### src/rtl/sb_packet_encoder_v2.sv
// Sideband packet encoder: sends a training pattern on request, then TAIL_ITER
// tail words, otherwise drains a small packet FIFO toward the serializer.
module sb_packet_encoder_v2 #(
  parameter int                 DATA_W         = 64,
  parameter logic [DATA_W-1:0]  PATTERN        = {DATA_W/2{2'b10}},
  parameter int                 TAIL_ITER      = 4,
  parameter int                 FIFO_DEPTH     = 4,
  parameter int                 TIMEOUT_CYCLES = 8000
) (
  input  logic                          i_clk,
  input  logic                          i_rst,
  input  logic                          i_start_pattern_req,
  input  logic                          i_rx_sb_pattern_samp_done,
  input  logic                          i_ser_done,
  input  logic                          i_packet_valid,
  input  logic [DATA_W-1:0]             i_packet,
  output logic                          o_packet_ready,
  input  logic                          i_timeout_ctr_start,
  input  logic                          i_stop_cnt,
  input  logic                          i_rx_sb_rsp_delivered,
  output logic                          o_start_pattern_done,
  output logic                          o_time_out,
  output logic                          o_valid,
  output logic [DATA_W-1:0]             o_final_packet,
  output logic                          o_pattern_active,
  output logic [$clog2(FIFO_DEPTH):0]   o_fifo_level
);

  localparam int PTR_W = $clog2(FIFO_DEPTH);
  localparam int LVL_W = PTR_W + 1;
  localparam int TL_W  = $clog2(TAIL_ITER + 1);
  localparam int TO_W  = $clog2(TIMEOUT_CYCLES + 1);

  // IDLE: drain FIFO | PATTERN: pattern until samp_done | TAIL: TAIL_ITER words | DONE: done pulse
  typedef enum logic [1:0] {ST_IDLE, ST_PATTERN, ST_TAIL, ST_DONE} state_t;

  state_t            r_state;
  state_t            w_next_state;
  logic              r_samp_pend;
  logic              r_pat_entry;
  logic [TL_W-1:0]   r_tail_cnt;

  logic              r_to_armed;
  logic [TO_W-1:0]   r_to_cnt;
  logic              r_time_out;
  logic              w_to_arm;
  logic              w_to_disarm;

  logic [DATA_W-1:0] r_mem [FIFO_DEPTH];
  logic [PTR_W-1:0]  r_wr_ptr;
  logic [PTR_W-1:0]  r_rd_ptr;
  logic [LVL_W-1:0]  r_level;
  logic              w_full;
  logic              w_empty;
  logic              w_push;
  logic              w_pop;

  always_comb begin
    w_next_state = r_state;
    case (r_state)
      ST_IDLE: begin
        if (i_start_pattern_req) w_next_state = ST_PATTERN;
      end
      ST_PATTERN: begin
        if (r_time_out) w_next_state = ST_IDLE;
        else if (i_rx_sb_pattern_samp_done || r_samp_pend) w_next_state = ST_TAIL;
      end
      ST_TAIL: begin
        if (r_time_out) w_next_state = ST_IDLE;
        else if (i_ser_done && (r_tail_cnt == TL_W'(TAIL_ITER - 1))) w_next_state = ST_DONE;
      end
      ST_DONE: w_next_state = ST_IDLE;
      default: w_next_state = ST_IDLE;
    endcase
  end

  always_ff @(posedge i_clk or posedge i_rst) begin
    if (i_rst) begin
      r_state     <= ST_IDLE;
      r_samp_pend <= 1'b0;
      r_pat_entry <= 1'b0;
      r_tail_cnt  <= '0;
    end else begin
      r_state     <= w_next_state;
      // samp_done seen on the IDLE->PATTERN cycle is remembered for one cycle
      r_samp_pend <= (r_state == ST_IDLE) && i_start_pattern_req && i_rx_sb_pattern_samp_done;
      r_pat_entry <= (r_state == ST_IDLE) && i_start_pattern_req;
      if (r_state == ST_PATTERN)
        r_tail_cnt <= '0;
      else if ((r_state == ST_TAIL) && i_ser_done)
        r_tail_cnt <= r_tail_cnt + TL_W'(1);
    end
  end

  assign w_to_arm    = i_timeout_ctr_start || r_pat_entry;
  assign w_to_disarm = i_stop_cnt || i_rx_sb_rsp_delivered || (r_state == ST_DONE);

  always_ff @(posedge i_clk or posedge i_rst) begin
    if (i_rst) begin
      r_to_armed <= 1'b0;
      r_to_cnt   <= '0;
      r_time_out <= 1'b0;
    end else begin
      r_time_out <= 1'b0;
      if (w_to_disarm) begin
        r_to_armed <= 1'b0;
        r_to_cnt   <= '0;
      end else if (w_to_arm) begin
        r_to_armed <= 1'b1;
        r_to_cnt   <= '0;
      end else if (r_to_armed) begin
        // registered pulse lands TIMEOUT_CYCLES cycles after the arming cycle
        if (r_to_cnt == TO_W'(TIMEOUT_CYCLES - 2)) begin
          r_to_armed <= 1'b0;
          r_to_cnt   <= '0;
          r_time_out <= 1'b1;
        end else begin
          r_to_cnt <= r_to_cnt + TO_W'(1);
        end
      end
    end
  end

  assign w_full  = (r_level == LVL_W'(FIFO_DEPTH));
  assign w_empty = (r_level == '0);
  assign w_push  = i_packet_valid && !w_full;
  assign w_pop   = (r_state == ST_IDLE) && !w_empty && i_ser_done;

  always_ff @(posedge i_clk) begin
    if (w_push) r_mem[r_wr_ptr] <= i_packet;
  end

  always_ff @(posedge i_clk or posedge i_rst) begin
    if (i_rst) begin
      r_wr_ptr <= '0;
      r_rd_ptr <= '0;
      r_level  <= '0;
    end else begin
      if (w_push) r_wr_ptr <= r_wr_ptr + PTR_W'(1);
      if (w_pop)  r_rd_ptr <= r_rd_ptr + PTR_W'(1);
      case ({w_push, w_pop})
        2'b10:   r_level <= r_level + LVL_W'(1);
        2'b01:   r_level <= r_level - LVL_W'(1);
        default: r_level <= r_level;
      endcase
    end
  end

  always_comb begin
    o_valid              = 1'b0;
    o_final_packet       = '0;
    o_pattern_active     = 1'b0;
    o_start_pattern_done = 1'b0;
    case (r_state)
      ST_IDLE: begin
        o_valid = !w_empty;
        if (!w_empty) o_final_packet = r_mem[r_rd_ptr];
      end
      ST_PATTERN, ST_TAIL: begin
        o_valid          = 1'b1;
        o_final_packet   = PATTERN;
        o_pattern_active = 1'b1;
      end
      ST_DONE: o_start_pattern_done = 1'b1;
      default: o_valid = 1'b0;
    endcase
  end

  assign o_time_out     = r_time_out;
  assign o_packet_ready = !w_full;
  assign o_fifo_level   = r_level;

endmodule

### config.mk
export PLATFORM = sky130hd
export DESIGN_NAME = sb_packet_encoder_v2
export DESIGN_NICKNAME = d
export VERILOG_FILES = /design/src/rtl/sb_packet_encoder_v2.sv
export SDC_FILE = /design/constraint.sdc
export NUM_CORES = 1
export LEC_CHECK = 0
export ABC_AREA = 0
export CORE_AREA = 2 2 172 174
export CTS_CLUSTER_SIZE = 20
export DETAILED_ROUTE_END_ITERATION = 8
export DIE_AREA = 0 0 174 176
export DONT_BUFFER_PORTS = 1
export PLACE_DENSITY = 0.63
export SETUP_SLACK_MARGIN = 0.15
export SLEW_MARGIN = 10
export SYNTH_ARGS = -nofsm -noshare
export SYNTH_HDL_FRONTEND = slang
export SYNTH_SLANG_ARGS = --single-unit
### constraint.sdc
create_clock -name i_clk -period 3.6 [get_ports i_clk]
set_clock_uncertainty 0.15 [all_clocks]
set_input_delay 0.18 -clock i_clk [delete_from_list [all_inputs] [get_ports i_clk]]
set_output_delay 0.18 -clock i_clk [all_outputs]
set_load 0.02 [all_outputs]
==> qor.yml, run 1 <==
status:
  run_status: "completed"
floorplanning:
  floorplan.die.width_um: 174
  chipHeight_um: 176
  fp.coreArea_um2: 28500
  initial_core_util: 0.397
  std_cell_rows: 62
  io-pin-count: 145
  fp.dieArea_um2: 30600
clock_tree:
  cts_root_buf: "sky130_fd_sc_hd__clkbuf_16"
  worst_path_clk_slew_ns: 0.06
  cts-root-to-sink-buffers: 3
  clk_latency_ns: 0.50
  htree_levels: 2
  cts.repair_timing.setup_buffer_count: 0
  cts_tree: "built"
  clock-sinks: 285
  tritoncts.num_buffers: 34
synthesis:
  synthDominantAreaCellType: "sky130_fd_sc_hd__edfxtp_1"
  postSynth.asyncResetShare: 0.102
  post_synth_num_cell_types: 44
  synth_area_um2: 11300
  yosys_register_bits: 285
  ys.flop_type: "sky130_fd_sc_hd__edfxtp_1"
  synthesis.nets: 691
  synth_area_per_cell_um2: 18.8
  yosys_warnings: 0
  synth_enable_flop_cells: 256
  area_share_of_the_largest_cell_type_after_synthesis: 0.678
  post_synth_main_area_contributors: "sky130_fd_sc_hd__edfxtp_1 68%, sky130_fd_sc_hd__mux4_2 13%, sky130_fd_sc_hd__dfrtp_1 6.4%, sky130_fd_sc_hd__nand2_1 2.2%, sky130_fd_sc_hd__and2_1 1.9%"
  synth_seq_area_share: 0.742
  synthesis.instances: 602
finish:
  mostFrequentLayoutCells: "256 x sky130_fd_sc_hd__edfxtp_1, 71 x sky130_fd_sc_hd__dlygate4sd3_1, 66 x sky130_fd_sc_hd__nand2_1"
  area_delta_synth_final_pct: 21.0
  final_cell_area_um2: 13700
  n_antenna_cell: 0
  num-nets-final: 783
  layout-drive-gt1-share: 0.200
  layout_commonest_cell: "sky130_fd_sc_hd__edfxtp_1"
place:
  io_buffers: 0
  gp_routability_congestion: 0.760
  standard_cell_area_after_detailed_placement_um2: 11900
  place_hpwl_um: 14300
route:
  drt-vias-per-instance: 5.22
  vias: 5762
  postRouteWirelength_um: 23900
  drt-pass1-iter-count: 4
  drt_first_iter_violations: 334
  detail_route.wl_per_cell_um: 21.6
  route.antenna.remaining_nets: 0
  detail_route.drc_violations: 0
worst_setup_path:
  crit_path_end_kind: "output port"
  path_class: "reg -> out"
  kind_of_start_point_of_the_critical_path: "register"
  required_time_at_the_endpoint_of_the_critical_path_ns: 3.27
  arrival_ns: 2.79
  crit_fanout: 34
timing:
  relSlewSlack: 0.286
  total_negative_slack_for_setup_checks_ns: 0
  max_freq_mhz: 321
  finalWorstPathRequiredPeriod_ns: 3.12
  final_min_period_over_clock_period: 0.865
  final_report_max_slew_violation_count: 0
  hold_viol_final: 0
  rsz0062_at_grt: "no"
  hold_slack_ns: 0.0608
  worst-slew-pin-transition_ns: 1.06
  finalSetupViolations: 0
grt:
  gr-total-overflow: 0
  first_global_vias: 6472
  largest_net_degree_at_the_start_of_global_routing: 51
  first_pass_grt_wire_length_um: 37500
  antenna_found_initial: 1
  global_route.usage.total: 0.160
flow_run:
  cap_violations: 0
pwr:
  power_per_cell_area_nw_per_um2: 879
  design_power_total_mw: 12.1
  power.static_leakage_nw: 4.65
  vdd_drop_max_v: 0.000680
min_path:
  holdCritPathClass: "in -> reg"
==> stage by stage <==
step	worst slack, ns	std cells	util
after floorplan	0.585	602	-
after global placement	0.939	971	0.417
after detailed placement	0.864	971	0.417
after CTS	0.452	1103	0.481
after global routing	0.337	1103	0.481
final	0.485	1103	0.481
==> state kept, by name, indices dropped and copies added, names as in the netlist <==
signal,count
o_fifo_level,3
o_time_out,1
r_mem,256
r_pat_entry,1
r_rd_ptr,2
r_samp_pend,1
r_state,2
r_tail_cnt,3
r_to_armed,1
r_to_cnt,13
r_wr_ptr,2
==> cells in the mapped netlist, types with 2 or more instances <==
library cell,number
sky130_fd_sc_hd__and3_1,6
sky130_fd_sc_hd__ha_1,15
sky130_fd_sc_hd__o21a_1,7
sky130_fd_sc_hd__buf_2,6
sky130_fd_sc_hd__and2_1,34
sky130_fd_sc_hd__dfrtp_1,29
sky130_fd_sc_hd__mux2_2,3
sky130_fd_sc_hd__nor2_1,13
sky130_fd_sc_hd__xnor2_1,4
sky130_fd_sc_hd__a21oi_1,9
sky130_fd_sc_hd__o31a_2,2
sky130_fd_sc_hd__nand2b_1,3
sky130_fd_sc_hd__nor4_1,2
sky130_fd_sc_hd__or3_1,2
sky130_fd_sc_hd__or4_1,3
sky130_fd_sc_hd__buf_1,5
sky130_fd_sc_hd__inv_1,10
sky130_fd_sc_hd__o31ai_1,5
sky130_fd_sc_hd__nand4_1,4
sky130_fd_sc_hd__o21ai_0,5
sky130_fd_sc_hd__edfxtp_1,256
sky130_fd_sc_hd__xor2_1,6
sky130_fd_sc_hd__nor2b_1,3
sky130_fd_sc_hd__nor3_1,2
sky130_fd_sc_hd__clkbuf_1,16
sky130_fd_sc_hd__o211ai_1,2
sky130_fd_sc_hd__nand3_1,4
sky130_fd_sc_hd__or2_2,2
sky130_fd_sc_hd__nand2_1,66
sky130_fd_sc_hd__mux4_2,64
==> final timing paths <==
check	cells after the start	slack, ns	end	startpoint
max	6	0.48	o_final_packet[62]	r_state[0]
min	1	0.06	r_mem[1][17]	i_packet_valid
max reg2reg	7	0.79	o_fifo_level[2]	o_fifo_level[0]
min reg2reg	2	0.37	r_tail_cnt[2]	r_tail_cnt[2]
max in group asynchronous	2	2.62	r_rd_ptr[1]	i_rst
min in group asynchronous	2	0.11	r_to_armed	i_rst
==> critical path, cell delays in order (launching register included) <==
cell	delay (ns)
sky130_fd_sc_hd__dfrtp_1	0.44
sky130_fd_sc_hd__inv_1	0.15
sky130_fd_sc_hd__ha_1	0.23
sky130_fd_sc_hd__o31ai_1	0.20
sky130_fd_sc_hd__nor2_4	0.56
sky130_fd_sc_hd__buf_12	0.28
sky130_fd_sc_hd__and2_1	0.41
==> cell type report <==
class,instances,area [um2]
clock inverters,19,218
flip-flops and latches,285,8420
inverters,10,37.5
well taps,384,480
repair buffers,84,871
fillers,2444,14800
multi-input cells,279,2800
clock buffers,42,902
==> timing repair <==
action,CTS,global route
resized for setup,0,0
hold buffers,71,0
endpoints found under the hold margin,315,0
endpoints found under the setup margin,0,0
==> layer usage <==
layer | track usage | wire, um | share of wire | vias up
met5 | 0.00641 | 7 | 0.00029 | -
met4 | 0.0434 | 450 | 0.019 | 2
met3 | 0.0433 | 1630 | 0.068 | 42
met2 | 0.280 | 12100 | 0.51 | 171
met1 | 0.197 | 9710 | 0.41 | 2992
li1 | - | - | - | 2555
==> power by group <==
| part | total, mW | switching (mW) | internal (mW) | leakage [nW] |
|---|---|---|---|---|
| combinational | 3.95 | 2.57 | 1.38 | 1.38 |
| clock | 3.38 | 1.30 | 2.08 | 0.537 |
| sequential | 4.74 | 0.419 | 4.33 | 2.73 |
==> logic make-up after synthesis <==
group                    after synthesis  share of synthesized area
XOR/XNOR                              10                    0.00772
adder cells (fa/ha/maj)               16                     0.0183
AND/OR/NAND/NOR                      151                     0.0673
AO/OA/AOI/OAI                         34                     0.0203
multiplexers                          68                      0.131
flip-flops                           285                      0.742
buffers and inverters                 38                     0.0139
Power figures use the tool's default switching activity.
==> inputs of run 2 (changes only) <==
- CTS_BUF_LIST: not set -> sky130_fd_sc_hd__clkbuf_8 sky130_fd_sc_hd__clkbuf_16
- RECOVER_POWER: not set -> 50
==> run 2 against run 1 <==
Net effect: worst setup slack better by 0.051 ns; critical path type unchanged; utilization is essentially flat; register-to-register slack about the same; largest cell class unchanged.
==> qor.yml, run 2 (same netlist as run 1, synthesis figures left out) <==
finish:
  num-nets-final: 783
  mostFrequentLayoutCells: "256 x sky130_fd_sc_hd__edfxtp_1, 71 x sky130_fd_sc_hd__dlygate4sd3_1, 66 x sky130_fd_sc_hd__nand2_1"
  layout-drive-gt1-share: 0.199
  final_cell_area_um2: 13700
  final.fill_count: 2443
  layout_commonest_cell: "sky130_fd_sc_hd__edfxtp_1"
  area_delta_synth_final_pct: 21.0
  finalCoreUtilization: 0.481
  largest_reg_flops: 256
  n_antenna_cell: 0
  largest-register: "r_mem"
  largest_registers: "r_mem x256, r_to_cnt x13"
route:
  detail_route.wl_per_cell_um: 21.6
  drt-vias-per-instance: 5.22
  drt-pass1-iter-count: 4
  drt_first_iter_violations: 337
  detail_route.drc_violations: 0
  postRouteWirelength_um: 23900
  vias: 5753
  route.antenna.remaining_nets: 0
grt:
  largest_net_degree_at_the_start_of_global_routing: 51
  first_pass_grt_wire_length_um: 37500
  global_route.usage.total: 0.160
  first_global_vias: 6461
  antenna_found_initial: 1
  gr-total-overflow: 0
timing:
  max_freq_mhz: 326
  worst-slew-pin-transition_ns: 1.06
  relSlewSlack: 0.290
  rsz0062_at_grt: "no"
  final_min_period_over_clock_period: 0.851
  finalWorstPathRequiredPeriod_ns: 3.06
  hold_viol_final: 0
  total_negative_slack_for_setup_checks_ns: 0
  finalSetupViolations: 0
  final_report_max_slew_violation_count: 0
status:
  run_status: "completed"
pwr:
  power_per_cell_area_nw_per_um2: 877
  vdd_drop_max_v: 0.000676
  design_power_total_mw: 12.0
  power.static_leakage_nw: 4.68
place:
  io_buffers: 0
  standard_cell_area_after_detailed_placement_um2: 11900
  place_hpwl_um: 14300
  gp_routability_congestion: 0.760
clock_tree:
  cts_root_buf: "sky130_fd_sc_hd__clkbuf_16"
  cts.repair_timing.setup_buffer_count: 0
  cts_tree: "built"
  clk_latency_ns: 0.50
  post_cts_hold_buffer_count: 71
  htree_levels: 2
  tritoncts.num_buffers: 34
  post_cts_resized: 0
  cts-root-to-sink-buffers: 3
  clock-sinks: 285
  worst_path_clk_slew_ns: 0.06
floorplanning:
  fp.coreArea_um2: 28500
  std_cell_rows: 62
  fp.dieArea_um2: 30600
  floorplan.die.width_um: 174
  io-pin-count: 145
  initial_core_util: 0.397
  chipHeight_um: 176
flow_run:
  cap_violations: 0
worst_setup_path:
  worstPathCellList: "inv_1 > ha_1 > o31ai_1 > o21ai_1 > o21a_1"
  required_time_at_the_endpoint_of_the_critical_path_ns: 3.27
  arrival_ns: 2.73
  path_class: "reg -> out"
  worst_path_max_delay_cell: "sky130_fd_sc_hd__o21ai_1"
  timing.critical_path.slowest_cell_delay_ns: 0.86
  crit_path_end_kind: "output port"
  crit_fanout: 8
  kind_of_start_point_of_the_critical_path: "register"
min_path:
  holdCritPathClass: "in -> reg"
run 2: cell count changes in the layout (fill, tap and decap cells not counted):
cell | previous run | this run
sky130_fd_sc_hd__and2_0 | 0 | 2
sky130_fd_sc_hd__and3_4 | 4 | 3
sky130_fd_sc_hd__inv_1 | 9 | 16
sky130_fd_sc_hd__and3_1 | 2 | 3
sky130_fd_sc_hd__and2_1 | 34 | 32
sky130_fd_sc_hd__clkbuf_1 | 7 | 0
run 2: final timing paths:
kind / from / endpoint / slack [ns] / depth (start not counted)
min in group asynchronous: i_rst / r_to_armed / 0.11 / 2
max in group asynchronous: i_rst / r_rd_ptr[1] / 2.62 / 2
hold / removal: i_packet_valid / r_mem[1][17] / 0.06 / 1
setup / recovery: r_state[0] / o_final_packet[43] / 0.54 / 5
hold reg to reg: r_tail_cnt[2] / r_tail_cnt[2] / 0.37 / 2
setup reg to reg: o_fifo_level[0] / o_fifo_level[2] / 0.79 / 7
run 2: worst max-delay path: cells and delay by family, from the launching register on:
| family | cells | cell delay (ns) |
|---|---|---|
| AO/OA/AOI/OAI | 3 | 1.43 |
| flip-flops | 1 | 0.43 |
| adder cells (fa/ha/maj) | 1 | 0.22 |
| buffers and inverters | 1 | 0.15 |
run 2: area by class of cell:
| type | count | area (um2) | area share |
|---|---|---|---|
| clock inverter | 26 | 244 | 0.0178 |
| tap | 384 | 480 | 0.0350 |
| sequential | 285 | 8420 | 0.613 |
| timing repair buffer | 84 | 871 | 0.0634 |
| inverter | 10 | 37.5 | 0.00273 |
| multi-input combinational | 279 | 2800 | 0.204 |
| clock buffer | 35 | 876 | 0.0638 |
run 2: power breakdown:
part,switching [mW],total [mW],internal [mW],leakage (nW)
logic,2.56,3.93,1.38,1.38
clock network,1.30,3.36,2.06,0.566
registers,0.417,4.74,4.33,2.73
run 2: routing by layer:
metal | vias up | GRT usage | part of all wire
li1 | 2553 | - | -
met1 | 2986 | 0.197 | 0.41
met2 | 172 | 0.280 | 0.50
met3 | 40 | 0.0435 | 0.070
met4 | 2 | 0.0434 | 0.019
met5 | - | 0.00641 | 0.00029
run 2: metrics by stage:
step / instances / setup slack (ns) / hold WS [ns]
floorplan: 602 / 0.585 / 0.108
global placement: 971 / 0.939 / 0.129
detailed placement: 971 / 0.864 / 0.129
CTS: 1103 / 0.452 / 0.0533
global route: 1103 / 0.336 / 0.0606
finish: 1103 / 0.535 / 0.0576
